$ cat config.mk
export PLATFORM = sky130hd
export DESIGN_NAME = mem_port_arbiter
export DESIGN_NICKNAME = d
export VERILOG_FILES = /design/src/rtl/mem_port_arbiter.sv
export SDC_FILE = /design/constraint.sdc
export NUM_CORES = 1
export LEC_CHECK = 0
export BUFFER_PORTS_ARGS = -buffer_cell sky130_fd_sc_hd__buf_4
export CORE_AREA = 3 3 95 97
export CTS_CLUSTER_SIZE = 14
export DETAILED_ROUTE_END_ITERATION = 16
export DIE_AREA = 0 0 98 100
export GPL_ROUTABILITY_DRIVEN = 1
export PLACE_DENSITY = 0.61
export SETUP_SLACK_MARGIN = 0.3
export SLEW_MARGIN = 20
export SYNTH_ARGS = -nofsm -noshare
export SYNTH_HDL_FRONTEND = slang
export SYNTH_SLANG_ARGS = --single-unit
$ cat constraint.sdc
create_clock -name clk -period 1.8 [get_ports clk]
set_input_delay 0.36 -clock clk [delete_from_list [all_inputs] [get_ports clk]]
set_output_delay 0.36 -clock clk [all_outputs]
set_load 0.005 [all_outputs]
$ cat src/rtl/mem_port_arbiter.sv
// rtl/mem_port_arbiter.sv - two-requester arbiter for one synchronous RAM port
// M1 wins by default; a starvation counter lets M0 through after HOLD_MAX M1 grants.
module mem_port_arbiter #(
  parameter int DWIDTH   = 32,
  parameter int AWIDTH   = 12,
  parameter int HOLD_MAX = 4
) (
  input  logic              clk,
  input  logic              reset,
  input  logic              m0_req,
  input  logic [31:0]       m0_addr,
  output logic              m0_ack,
  output logic              m0_rvalid,
  output logic [DWIDTH-1:0] m0_rdata,
  input  logic              m1_req,
  input  logic              m1_we,
  input  logic [31:0]       m1_addr,
  input  logic [DWIDTH-1:0] m1_wdata,
  output logic              m1_ack,
  output logic              m1_rvalid,
  output logic [DWIDTH-1:0] m1_rdata,
  output logic [AWIDTH-1:0] ram_addr,
  output logic [DWIDTH-1:0] ram_wdata,
  output logic              ram_we,
  input  logic [DWIDTH-1:0] ram_rdata,
  output logic              err,
  output logic              busy_m1
);

  localparam int CW = (HOLD_MAX < 1) ? 1 : $clog2(HOLD_MAX + 1);
  localparam logic [CW-1:0] CNT_MAX = CW'(HOLD_MAX);

  logic [CW-1:0] cnt_q, cnt_d;
  logic          rv0_q, rv0_d;
  logic          rv1_q, rv1_d;
  logic          err_q, err_d;
  logic          busy_m1_q, busy_m1_d;

  logic          gnt0, gnt1;
  logic          m0_in_range, m1_in_range, sel_in_range;
  logic [31:0]   sel_addr;
  logic          any_ack;
  logic          unused_low_bits;

  assign unused_low_bits = ^{m0_addr[1:0], m1_addr[1:0]};

  always_comb begin
    m0_in_range = (m0_addr[31:AWIDTH+2] == '0);
    m1_in_range = (m1_addr[31:AWIDTH+2] == '0);

    gnt0 = 1'b0;
    gnt1 = 1'b0;
    if (m1_req && !(m0_req && (cnt_q == CNT_MAX))) begin
      gnt1 = 1'b1;
    end else if (m0_req) begin
      gnt0 = 1'b1;
    end

    // With no grant the M0 address goes out anyway; an idle read is harmless.
    sel_addr     = gnt1 ? m1_addr : m0_addr;
    sel_in_range = gnt1 ? m1_in_range : m0_in_range;
  end

  always_comb begin
    m0_ack    = gnt0 & ~reset;
    m1_ack    = gnt1 & ~reset;
    any_ack   = m0_ack | m1_ack;
    ram_addr  = sel_addr[AWIDTH+1:2];
    ram_wdata = m1_wdata;
    ram_we    = m1_ack & m1_we & m1_in_range;
  end

  always_comb begin
    rv0_d     = m0_ack;
    rv1_d     = m1_ack & ~m1_we;
    err_d     = any_ack & ~sel_in_range;
    busy_m1_d = any_ack ? m1_ack : busy_m1_q;

    cnt_d = cnt_q;
    if (!m0_req || gnt0) begin
      cnt_d = '0;
    end else if (gnt1 && (cnt_q != CNT_MAX)) begin
      cnt_d = cnt_q + 1'b1;
    end
  end

  always_ff @(posedge clk) begin
    if (reset) begin
      cnt_q     <= '0;
      rv0_q     <= 1'b0;
      rv1_q     <= 1'b0;
      err_q     <= 1'b0;
      busy_m1_q <= 1'b0;
    end else begin
      cnt_q     <= cnt_d;
      rv0_q     <= rv0_d;
      rv1_q     <= rv1_d;
      err_q     <= err_d;
      busy_m1_q <= busy_m1_d;
    end
  end

  // A read whose ack was one cycle before reset must not surface during reset.
  // err_q doubles as the "returned word was out of range" mask for that read.
  always_comb begin
    m0_rvalid = rv0_q & ~reset;
    m1_rvalid = rv1_q & ~reset;
    m0_rdata  = (m0_rvalid && !err_q) ? ram_rdata : '0;
    m1_rdata  = (m1_rvalid && !err_q) ? ram_rdata : '0;
    err       = err_q;
    busy_m1   = busy_m1_q;
  end

endmodule

Yosys cells after proc, flatten, opt, wreduce, memory -nomap -nowiden. Cells that the tools add are included.

Add/subtract/negate cells: 1. Equal/unequal tests: 2. Mux-type cells: 7. Bitwise operators: 12. Reduce and logical (&&, ||, !) cells: 12.

Operators with widths (number): 2-to-1 mux 32 bit (2); zero test 18 bit (2); 2-to-1 mux 14 bit (1); bitwise AND 1 bit (8); logical AND 1 bit (5); 2-to-1 mux 1 bit (4); adder 3 x 1 -> 3 bit, second input constant (1); equality test 3 bit, second input constant (1); zero test 1 bit (3); inequality test 3 bit, second input constant (1); NOT 1 bit (3); OR reduction 2 bit (1); logical OR 1 bit (1); OR 1 bit (1).

Bits in registers: 7. Input bits: 133. Output and inout bits: 115. Logic and storage cells: 39.

Logic depth before layout (Yosys ltp).
Depth in word-level cells: 8. Depth in mapped cells: 7. Depth with buffers taken out: 6.

Least setup slack after synthesis. No wires, ideal clock.

Path type: register to output. From: register cnt_q[0]. To: output port ram_addr[10]. Data arrival time: 1387 ps. Required time: 1440 ps. Setup slack: 53 ps. Cell stages (with the launch flop): 7. Buffers on the path: 1. Cell sequence: dfxtp_1 inv_1 ha_1 nand3_1 nand2_1 buf_2 mux2_2.

Cells in the longest elaborated chain, start to end: 6.

RTL lines: start, declared (RTL line 33) `logic [CW-1:0] cnt_q, cnt_d;`; start signal, assigned (RTL line 95) `cnt_q <= cnt_d;`; equality test 3 bit (RTL line 53) `if (m1_req && !(m0_req && (cnt_q == CNT_MAX))) begin`; logical AND 1 bit (RTL line 53); zero test 1 bit (RTL line 53); logical AND 1 bit (RTL line 53); 2-to-1 mux 1 bit (RTL line 53); 2-to-1 mux 14 bit (RTL line 60) `sel_addr = gnt1 ? m1_addr : m0_addr;`; end, declared (RTL line 22) `output logic [AWIDTH-1:0] ram_addr,`.

No other way between the ends.

Worst setup path in the final report.
From: input port m1_addr[17]. To: output port ram_we.

Cells in the longest elaborated chain, start to end: 2.

RTL lines: start, declared (RTL line 17) `input logic [31:0] m1_addr,`; zero test 18 bit (RTL line 49) `m1_in_range = (m1_addr[31:AWIDTH+2] == '0);`; bitwise AND 1 bit (RTL line 70) `ram_we = m1_ack & m1_we & m1_in_range;`; end, declared (RTL line 24) `output logic ram_we,`.

No other way between the ends.

==> summary.txt <==
Synthesized cell area: 0.00120 mm^2
HP Start: m1_we
FILL cells: 805
CP Cell Sequence: buf_6 > or4_4 > nor4_4 > and3_1 > buf_4
Post-synth ARST share: 0%
Overall Global Routing Usage: 12.6%
Fmax: 522 MHz
Comb pwr share: 54.1%
Pins over their slew limit: 0
I/O pin count: 248
RSZ-0062 raised after global routing: yes
Yosys reg bits: 7
DR WL/cell: 14.8 um
DPL Wire Length: 4.46 mm
Mux cell area share after synthesis: 12.1%
Detail Route Antenna Nets: 0
Reg2reg start: cnt_q[1]
CTS Buffer Depth: 2
Final WL: 6.52 mm
Sequential Power Share: 19.5%
Gate Count Post-Synth: 163
Share of cells above drive strength 1: 90.7%
VDD IR max: 0.000233 V
Setup WS post-layout: -0.115 ns
Crit. Startpoint: m1_addr[17]
Hold Vio Cnt, Final: 0
Setup tns final: -0.128 ns
Synth Area in XOR/XNOR: 0%
Largest family of logic cells by synthesized area: simple AND/OR/NAND/NOR gates
Seq/Total Area, Yosys: 11.7%
Net Switching: 214 uW
IO buf count: 179
Max-capacitance violation count: 0
DRC: 0
Synth Area in Simple Gates: 49.1%
Pin slew with the least headroom to its limit: 0.304 ns
Post-layout minimum cycle time: 1.91 ns
Core Box Area: 0.00822 mm^2
Die Wd: 98 um
Rows: 33
Largest cells by area after synthesis: and2_1 33%, buf_4 20%, dfxtp_1 12%, mux2_2 11%, nor4_1 3.6%
CP arrival: 1.55 ns
RD Place Congestion: 0.778
Total Power: 851 uW
Critical Path Fanout Max: 2
Clock Skew: 0.000964 ns
Overflow left after global routing: 0
Synth-to-Final Area Change: 189%
Slowest stage delay, CP: 0.54 ns
Final setup fails: 9
Top cell type's share of synthesized area: 33.4%
Outcome: finished with violations
Die area: 0.00980 mm^2
Clock transition at the registers of the reported paths: 0.04 ns
Worst-skew pair later-pin latency: 0.23 ns
Worst setup EP type: output port
Int Pwr: 638 uW
Area leader, netlist: and2_1
Net Sw Frac: 25.1%
Most frequent cell after synthesis: and2_1
Synth unique cells: 23
Initial drt markers: 22
Post-synth net total: 298
CP startpoint kind: input port
DR pass1 iterations: 4
Via count: 1,781
Clk sinks: 7
Die span in y: 100 um
Post-layout net count: 471
Initial Util: 14.6%
Failing checks: negative setup slack
Average size of a mapped cell: 7.36 um^2
Slew margin rel.: 79.6%
Clock Power Share: 26.4%
Hold Crit Class: input port to flop
PwrDens: 246 mW/mm^2
Leading cell types by count after synthesis: 64 x and2_1, 32 x buf_4, 12 x mux2_2
Initial antenna violation count: 0
H-Tree Depth: 1
Vias in the first global route: 1,925
Lkg Pwr: 1.74 nW
CTS buffer count: 3
Yosys warns: 0
Kind of critical path: input port to output port
Synth Area in Compound Gates: 1.15%
Root Buffer Master: clkbuf_8
Top_reg_cell synth: dfxtp_1
Via density: 4.05
Post-synth EDFFs: 0
Largest net degree at the start of global routing: 12
First-pass GRT wire length: 9.85 mm
Post-Synth Adder-Cell Area: 2.09%
Worst Path Required: 1.44 ns
N_diodes: 0
CTS tree: done
Period utilization: 106%
Critical-path top delay cell: or4_4
[power groups by stage]
stage                     registers [mW]  logic (mW)  clock network (mW)
after floorplan                    0.168       0.141                   0
after global placement             0.168       0.331                   0
after detailed placement           0.168       0.335                   0
after CTS                          0.166       0.459               0.231
after global routing               0.167       0.494               0.243
final                              0.166       0.461               0.225
[what timing repair did]
action	in CTS	in global routing
buffers inserted	12	2
pin swaps	34	23
hold buffers	0	0
endpoints found under the hold margin	0	0
gates resized for setup	186	2
cloned	8	0
endpoints found under the setup margin	79	79
[path summary, 6_finish.rpt]
| path | end | slack [ns] | cells after the start |
|---|---|---|---|
| hold / removal | rv1_q | 0.30 | 2 |
| setup reg to reg | err | 0.44 | 7 |
| hold reg to reg | busy_m1 | 0.48 | 2 |
| setup / recovery | ram_we | -0.11 | 5 |
[metal layers]
| metal | wire length [um] | track usage (%) |
|---|---|---|
| met5 | 0 | 0 |
| met4 | 103 | 3.19 |
| met3 | 720 | 4.79 |
| met2 | 3550 | 24.0 |
| met1 | 2150 | 12.8 |
[state kept, by name (all words and copies together) (netlist names)]
register	count
cnt_q	3
busy_m1	1
err	1
rv0_q	1
rv1_q	1
[final cells by class]
type	instances	area, um^2	share of cell area, %
timing repair buffer	206	2050	59.2
tap	105	131	3.79
sequential	7	145	4.19
multi-input combinational	113	1070	31.0
clock buffer	4	45.0	1.30
inverter	5	18.8	0.542
[critical path: cells and delay by family]
| kind | cells | cell delay [ns] |
|---|---|---|
| simple gates | 3 | 1.01 |
| buf+inv | 2 | 0.19 |
[placed cells by master (no fill, tap or decap), types with 2 or more instances in the layout]
master	count
nor2_1	4
and2_4	64
mux2_4	12
buf_12	5
nand2_8	2
buf_4	106
nor2b_4	2
nor4_1	7
buf_16	5
nand2_1	2
dfxtp_2	4
buf_6	89
dfxtp_1	3
inv_2	3
inv_1	2
clkbuf_8	3
nand3_1	3
and2b_4	2
[metrics by stage]
step / setup slack, ns / utilization, % / instances / cell area [um^2] / hold WS (ns)
2_1_floorplan: 0.150 / - / 163 / 1250 / 0.405
3_3_place_gp: -0.133 / 30.7 / 414 / 2520 / 0.411
3_5_place_dp: -0.120 / 30.7 / 414 / 2520 / 0.417
4_1_cts: -0.111 / 42.0 / 438 / 3450 / 0.301
5_1_grt: -0.144 / 42.2 / 440 / 3470 / 0.310
6_report: -0.115 / 42.2 / 440 / 3470 / 0.303
[cell families (layout without fill, tap and decap cells)]
logic type / Yosys count / in the layout
compound gates: 2 / 2
fa+ha+maj: 2 / 2
mux: 13 / 13
simple gates: 95 / 96
buf+inv: 44 / 215
flops: 7 / 7
(Power assumes the default switching activity.)
